<file path="src/rtl/wb_line_buffer.sv">
`timescale 1ns/1ps
`default_nettype none
// ============================================================================
// Module   : wb_line_buffer
// Purpose  : Write-back line buffer between the data cache memory port and
//            off-chip memory. Absorbs dirty-line write-backs with a short
//            acknowledge, drains them to memory in FIFO order, forwards
//            buffered lines to read misses and passes other misses through.
// Revision : 1.0 - initial release
// ============================================================================
module wb_line_buffer #(
  parameter int DEPTH    = 4,
  parameter int ADDR_W   = 32,
  parameter int LINE_W   = 256,
  parameter int OFFSET_W = 5
) (
  input  logic                         clk_i,
  input  logic                         rst_i,
  // cache side
  input  logic                         cache_enable_i,
  input  logic                         cache_write_i,
  input  logic [ADDR_W-1:0]            cache_addr_i,
  input  logic [LINE_W-1:0]            cache_data_i,
  output logic                         cache_ack_o,
  output logic [LINE_W-1:0]            cache_data_o,
  // memory side
  output logic                         mem_enable_o,
  output logic                         mem_write_o,
  output logic [ADDR_W-1:0]            mem_addr_o,
  output logic [LINE_W-1:0]            mem_data_o,
  input  logic                         mem_ack_i,
  input  logic [LINE_W-1:0]            mem_data_i,
  // status
  output logic [$clog2(DEPTH+1)-1:0]   buf_count_o,
  output logic                         buf_empty_o
);

  localparam int C_PTR_W = $clog2(DEPTH);
  localparam int C_CNT_W = $clog2(DEPTH+1);
  localparam int C_TAG_W = ADDR_W - OFFSET_W;

  typedef enum logic [1:0] {
    S_IDLE   = 2'd0,
    S_DRAIN  = 2'd1,
    S_RD_MEM = 2'd2
  } state_t;

  state_t               r_state;
  logic [DEPTH-1:0]     r_valid;
  logic [C_TAG_W-1:0]   r_tag  [DEPTH];
  logic [LINE_W-1:0]    r_data [DEPTH];
  logic [C_PTR_W-1:0]   r_head;
  logic [C_PTR_W-1:0]   r_tail;
  logic [C_CNT_W-1:0]   r_count;

  logic [C_TAG_W-1:0]   w_tag;
  logic                 w_req;
  logic                 w_hit;
  logic [C_PTR_W-1:0]   w_hit_idx;
  logic                 w_hit_inflight;
  logic                 w_full;
  logic                 w_mem_done;
  logic                 w_drain_done;
  logic                 w_rd_done;
  logic                 w_push;
  logic                 w_coalesce;
  logic                 w_rd_hit;
  logic                 w_rd_miss;
  logic                 w_rd_issue;
  logic                 w_drain_start;
  logic [C_CNT_W-1:0]   w_count_nxt;

  // A request is looked at only outside its own ack cycle; while a miss is
  // outstanding at memory the held request is already being serviced.
  assign w_tag   = cache_addr_i[ADDR_W-1:OFFSET_W];
  assign w_req   = cache_enable_i & ~cache_ack_o & (r_state != S_RD_MEM);
  assign w_full  = (r_count == C_CNT_W'(DEPTH));

  // Tag lookup across valid entries (at most one entry can match a tag)
  always_comb begin
    w_hit     = 1'b0;
    w_hit_idx = '0;
    for (int i = DEPTH - 1; i >= 0; i--) begin
      if (r_valid[i] && (r_tag[i] == w_tag)) begin
        w_hit     = 1'b1;
        w_hit_idx = C_PTR_W'(i);
      end
    end
  end

  // The head entry is frozen while its write to memory is in progress.
  assign w_hit_inflight = w_hit & (r_state == S_DRAIN) & (w_hit_idx == r_head);

  // Memory completions only count while a request is actually outstanding.
  assign w_mem_done   = mem_ack_i & mem_enable_o;
  assign w_drain_done = w_mem_done & (r_state == S_DRAIN);
  assign w_rd_done    = w_mem_done & (r_state == S_RD_MEM);

  // Request classification. A write hitting the in-flight head, a write to a
  // full buffer and a read miss during a drain all simply stall.
  assign w_coalesce = w_req &  cache_write_i &  w_hit & ~w_hit_inflight;
  assign w_push     = w_req &  cache_write_i & ~w_hit & ~w_full;
  assign w_rd_hit   = w_req & ~cache_write_i &  w_hit;
  assign w_rd_miss  = w_req & ~cache_write_i & ~w_hit;
  assign w_rd_issue = w_rd_miss & (r_state == S_IDLE);

  // Read misses win over draining; a drain never starts in a cycle that
  // writes an entry so the head snapshot cannot race a coalesce.
  assign w_drain_start = (r_state == S_IDLE) & (r_count != '0) &
                         ~w_rd_miss & ~w_push & ~w_coalesce;

  // Occupancy update; a push and a drain completion cancel out
  always_comb begin
    w_count_nxt = r_count;
    if (w_push && !w_drain_done) begin
      w_count_nxt = r_count + 1'b1;
    end else if (!w_push && w_drain_done) begin
      w_count_nxt = r_count - 1'b1;
    end
  end

  // Control FSM, pointers, valid bits and all registered outputs
  always_ff @(posedge clk_i or posedge rst_i) begin
    if (rst_i) begin
      r_state      <= S_IDLE;
      r_valid      <= '0;
      r_head       <= '0;
      r_tail       <= '0;
      r_count      <= '0;
      cache_ack_o  <= 1'b0;
      cache_data_o <= '0;
      mem_enable_o <= 1'b0;
      mem_write_o  <= 1'b0;
      mem_addr_o   <= '0;
      mem_data_o   <= '0;
    end else begin
      cache_ack_o <= 1'b0;

      if (w_rd_hit) begin
        cache_ack_o  <= 1'b1;
        cache_data_o <= r_data[w_hit_idx];
      end

      if (w_push || w_coalesce) begin
        cache_ack_o <= 1'b1;
      end

      if (w_push) begin
        r_valid[r_tail] <= 1'b1;
        r_tail          <= r_tail + 1'b1;
      end

      case (r_state)
        S_IDLE: begin
          if (w_rd_issue) begin
            r_state      <= S_RD_MEM;
            mem_enable_o <= 1'b1;
            mem_write_o  <= 1'b0;
            mem_addr_o   <= cache_addr_i;
          end else if (w_drain_start) begin
            r_state      <= S_DRAIN;
            mem_enable_o <= 1'b1;
            mem_write_o  <= 1'b1;
            mem_addr_o   <= {r_tag[r_head], {OFFSET_W{1'b0}}};
            mem_data_o   <= r_data[r_head];
          end
        end
        S_DRAIN: begin
          if (w_drain_done) begin
            r_state         <= S_IDLE;
            mem_enable_o    <= 1'b0;
            mem_write_o     <= 1'b0;
            r_valid[r_head] <= 1'b0;
            r_head          <= r_head + 1'b1;
          end
        end
        S_RD_MEM: begin
          if (w_rd_done) begin
            r_state      <= S_IDLE;
            mem_enable_o <= 1'b0;
            cache_ack_o  <= 1'b1;
            cache_data_o <= mem_data_i;
          end
        end
        default: begin
          r_state      <= S_IDLE;
          mem_enable_o <= 1'b0;
          mem_write_o  <= 1'b0;
        end
      endcase

      r_count <= w_count_nxt;
    end
  end

  // Line storage: tag and data written on push, data only on coalesce
  always_ff @(posedge clk_i) begin
    if (w_push) begin
      r_tag[r_tail]  <= w_tag;
      r_data[r_tail] <= cache_data_i;
    end
    if (w_coalesce) begin
      r_data[w_hit_idx] <= cache_data_i;
    end
  end

  assign buf_count_o = r_count;
  assign buf_empty_o = (r_count == '0) && (r_state != S_DRAIN);

endmodule
`default_nettype wire

</file>
<file path="config.mk">
export PLATFORM = sky130hd
export DESIGN_NAME = wb_line_buffer
export DESIGN_NICKNAME = d
export VERILOG_FILES = /design/src/rtl/wb_line_buffer.sv
export SDC_FILE = /design/constraint.sdc
export NUM_CORES = 2
export LEC_CHECK = 0
export CORE_MARGIN = 2
export CORE_UTILIZATION = 40
export CTS_CLUSTER_DIAMETER = 50
export DETAILED_ROUTE_END_ITERATION = 16
export SETUP_SLACK_MARGIN = 0.15
export SYNTH_ARGS = -nofsm -noshare
export SYNTH_HDL_FRONTEND = slang
export SYNTH_SLANG_ARGS = --single-unit
</file>
<file path="constraint.sdc">
create_clock -name clk_i -period 50.7 [get_ports clk_i]
set_clock_uncertainty 0.05 [all_clocks]
set_input_delay 10.14 -clock clk_i [delete_from_list [all_inputs] [get_ports clk_i]]
set_output_delay 10.14 -clock clk_i [all_outputs]
set_load 0.01 [all_outputs]
</file>
==> impl_metrics.env <==
export IMPL_worstRegToRegCells=13
export IMPL_outcome="complete, no violations"
export IMPL_setup_violations=0
export IMPL_path_max_fanout=113
export IMPL_r2r_end="r_data[2][213]$_DFFE_PP_"
export IMPL_slew_viol_final=0
export IMPL_synthCells=4450
export IMPL_min_period_ns=16.62
export IMPL_power_density_mw_per_mm2=56.6
export IMPL_finalWeightedCongestion=0.909
export IMPL_fmax_mhz=60.2
export IMPL_clk_latency_ns=0.83
export IMPL_cts_buffer_depth=3
export IMPL_path_buf_inv=5
export IMPL_slowest_stage="buf_4"
export IMPL_cts_hold_buf=0
export IMPL_maxCapViolCount=0
export IMPL_core_mm2=0.181
export IMPL_track_usage_pct=23.9
export IMPL_numClockSinks=1692
export IMPL_start_util_pct=40.3
export IMPL_rr_startpoint="r_tag[2][18]$_DFFE_PP_"
export IMPL_grt_pass1_vias=45200
export IMPL_fillers=15200
export IMPL_die_x_um=431
export IMPL_fin_crit_sh_pct=32.8
export IMPL_end_kind="register"
export IMPL_use_met1_pct=30.2
export IMPL_hold_viol=0
export IMPL_holdPathStages=1
export IMPL_die_h_um=431
export IMPL_totalWireLength_mm=227
export IMPL_worst_path_largest_cell_delay_ns=0.78
export IMPL_min_to="mem_data_o[28]$_DFFE_PP0P_"
export IMPL_rsz0062_at_grt="no"
export IMPL_syn_to_final_growth_pct=27.0
export IMPL_globalRouteOverflowTotal=0
export IMPL_vias=44400
export IMPL_numPortBuffers=1099
export IMPL_leakagePower_nw=32.6
export IMPL_peakVddDrop_v=0.0000460
export IMPL_cp_required_ns=51.11
export IMPL_syn_nets=5009
export IMPL_max_slew_margin_pct=24.7
export IMPL_ios=1100
export IMPL_drc=0
export IMPL_postRouteAntennaNets=0
export IMPL_yosysUniqueCellTypes=58
export IMPL_syn_mean_instance_area_um2=16.4
export IMPL_dp_hpwl_mm=151
export IMPL_cts_root_buf="clkbuf_16"
export IMPL_initialDrtViolationCount=2967
export IMPL_tns_ns=0
export IMPL_clk_pin_slew_ns=0.06
export IMPL_cts_tree="done"
export IMPL_firstDrtPassIters=5
export IMPL_htree_num_levels=4
export IMPL_numCtsBuffers=192
export IMPL_fin_nets=6052
export IMPL_worst_pin_slew_ns=1.13
export IMPL_reg2reg_slack_ns=43.75
export IMPL_worstPathCellList="clkdlybuf4s50_1 > xnor2_1 > nand4_1 > a2111oi_0 > nand4b_1 > a211oi_4 > buf_4 > mux2i_1 > and2_1 > or2_2 > o21ai_4 > buf_12 > buf_4 > buf_4"
export IMPL_synth_seq_cells=1692
export IMPL_hold_start="mem_data_o[28]$_DFFE_PP0P_"
export IMPL_grt_start_max_net_pins=179
export IMPL_grt_pass1_wl_mm=325
export IMPL_routedWlPerCell_um=28.2
export IMPL_hold_path_class="reg2reg"
export IMPL_crit_type="in2reg"
export IMPL_async_flop_share_pct=33.1
export IMPL_avgViaCountPerCell=5.51
export IMPL_synth_edf_count=1132
export IMPL_post_cts_setup_buffers=0
export IMPL_synth_ff_type="edfxtp_1"
export IMPL_met3_usage_pct=5.21
export IMPL_rows=156
export IMPL_p_total_mw=5.23
export IMPL_drive_gt1_share_pct=20.9
export IMPL_met2_usage_pct=40.2
export IMPL_seq_area_frac_synth_pct=65.9
export IMPL_antenna_found_initial=52
export IMPL_cp_common_cell="buf_4"
export IMPL_grt_busiest_layer="met2"
export IMPL_cts_repair_resized=0
export IMPL_dieArea_mm2=0.185
export IMPL_crit_family="buffers and inverters"
export IMPL_start_kind="input port"
export IMPL_arrival_ns=17.03
export IMPL_syn_area_mm2=0.0728
export IMPL_ys_warn_count=0
cell type report:
class / count / area [um2] / share of cell area, %
Timing Repair Buffer: 1172 / 11600 / 12.6
Antenna cell: 26 / 65.1 / 0.0704
Sequential cell: 1692 / 48000 / 51.9
Clock inverter: 82 / 867 / 0.938
Multi-Input combinational cell: 2419 / 23300 / 25.2
Clock buffer: 282 / 5500 / 5.95
Inverter: 16 / 67.6 / 0.0731
Tap cell: 2370 / 2970 / 3.21
synth_stat cells (2+ instances only):
| cell type | n | area, um2 |
|---|---|---|
| or4_1 | 4 | 30.0 |
| inv_1 | 16 | 60.1 |
| ha_1 | 9 | 113 |
| buf_6 | 24 | 270 |
| nand3_1 | 15 | 75.1 |
| edfxtp_1 | 1132 | 34000 |
| nor4_1 | 25 | 156 |
| and4_1 | 2 | 17.5 |
| nor3_1 | 3 | 15.0 |
| mux2i_1 | 257 | 2570 |
| o21ai_0 | 267 | 1340 |
| buf_2 | 83 | 415 |
| a2bb2oi_1 | 4 | 35.0 |
| o22ai_1 | 251 | 1570 |
| xnor2_1 | 54 | 473 |
| o211ai_1 | 5 | 37.5 |
| mux4_2 | 283 | 6370 |
| nor2b_1 | 3 | 18.8 |
| nand2_1 | 279 | 1050 |
| a22oi_1 | 5 | 37.5 |
| buf_1 | 10 | 37.5 |
| nand4b_1 | 3 | 26.3 |
| mux2_1 | 58 | 653 |
| xor2_1 | 58 | 508 |
| dfrtp_1 | 560 | 14000 |
| and2_1 | 6 | 37.5 |
| nand2b_1 | 4 | 25.0 |
| or3_1 | 2 | 12.5 |
| a21oi_1 | 253 | 1270 |
| nor4b_1 | 6 | 52.6 |
| mux2_4 | 160 | 2400 |
| a311oi_1 | 2 | 17.5 |
| mux2_2 | 347 | 3910 |
| nand4_1 | 23 | 144 |
| clkbuf_1 | 204 | 766 |
| xnor2_2 | 2 | 32.5 |
| nor2_1 | 9 | 33.8 |
| buf_4 | 2 | 15.0 |
state kept, by name, indices dropped and copies added (netlist names), 2 cells and up:
name / count
cache_data_o: 256
r_data: 1024
r_tail: 2
mem_data_o: 256
r_head: 2
r_tag: 108
r_valid: 4
mem_addr_o: 32
buf_count_o: 3
r_state: 2
layout by cell type (no fill, tap or decap), types with 251 or more instances in the layout:
cell,instances
mux2_2,347
mux4_2,283
clkdlybuf4s50_1,1099
edfxtp_1,1132
o22ai_1,251
dfrtp_1,558
mux2i_1,257
a21oi_1,253
o21ai_0,264
nand2_1,278
routing by layer:
metal / vias up / routed length (um)
li1: 19600 / -
met5: - / 199
met4: 30 / 8440
met3: 363 / 12400
met2: 1274 / 114000
met1: 23100 / 92000
metrics by stage:
stage	util, %	instances	hold slack [ns]	setup WS (ns)	area (um2)
floorplan	-	4450	0.458	18.39	72800
global placement	47.6	7669	0.417	33.04	86000
detailed placement	47.6	7669	0.430	33.09	86000
CTS	51.1	8033	0.443	34.00	92400
global route	51.2	8056	0.460	33.75	92500
finish	51.2	8059	0.439	34.08	92500
where the power goes:
| part | switching [mW] | internal, mW |
|---|---|---|
| registers | 0.217 | 1.82 |
| logic | 0.829 | 0.983 |
| clock network | 0.570 | 0.817 |
how the worst max path moves through the flow:
stage                     cells after the start                        to  slack [ns]              from
final                                        14  r_data[2][213]$_DFFE_PP_       34.08  cache_addr_i[18]
after global routing                         14  r_data[2][214]$_DFFE_PP_       33.75   cache_addr_i[9]
after CTS                                    14  r_data[2][101]$_DFFE_PP_       34.00  cache_addr_i[20]
after detailed placement                     14  r_data[2][112]$_DFFE_PP_       33.09  cache_addr_i[20]
after global placement                       14  r_data[2][213]$_DFFE_PP_       33.04  cache_addr_i[20]
after floorplan                              11    r_data[3][0]$_DFFE_PP_       18.39  cache_addr_i[23]
cell families (layout without fill, tap and decap cells):
group           Yosys count  count (layout)  share of synthesized area, %
compound gates          797             797                          6.04
xor+xnor                114             114                          1.39
fa+ha+maj                10              10                         0.182
buf+inv                 339            1552                          2.15
flops                  1692            1692                          65.9
mux                    1105            1105                          21.9
other cells               0              26                             0
simple gates            393             393                          2.45
Note: power is estimated with default switching activity, not from simulation.
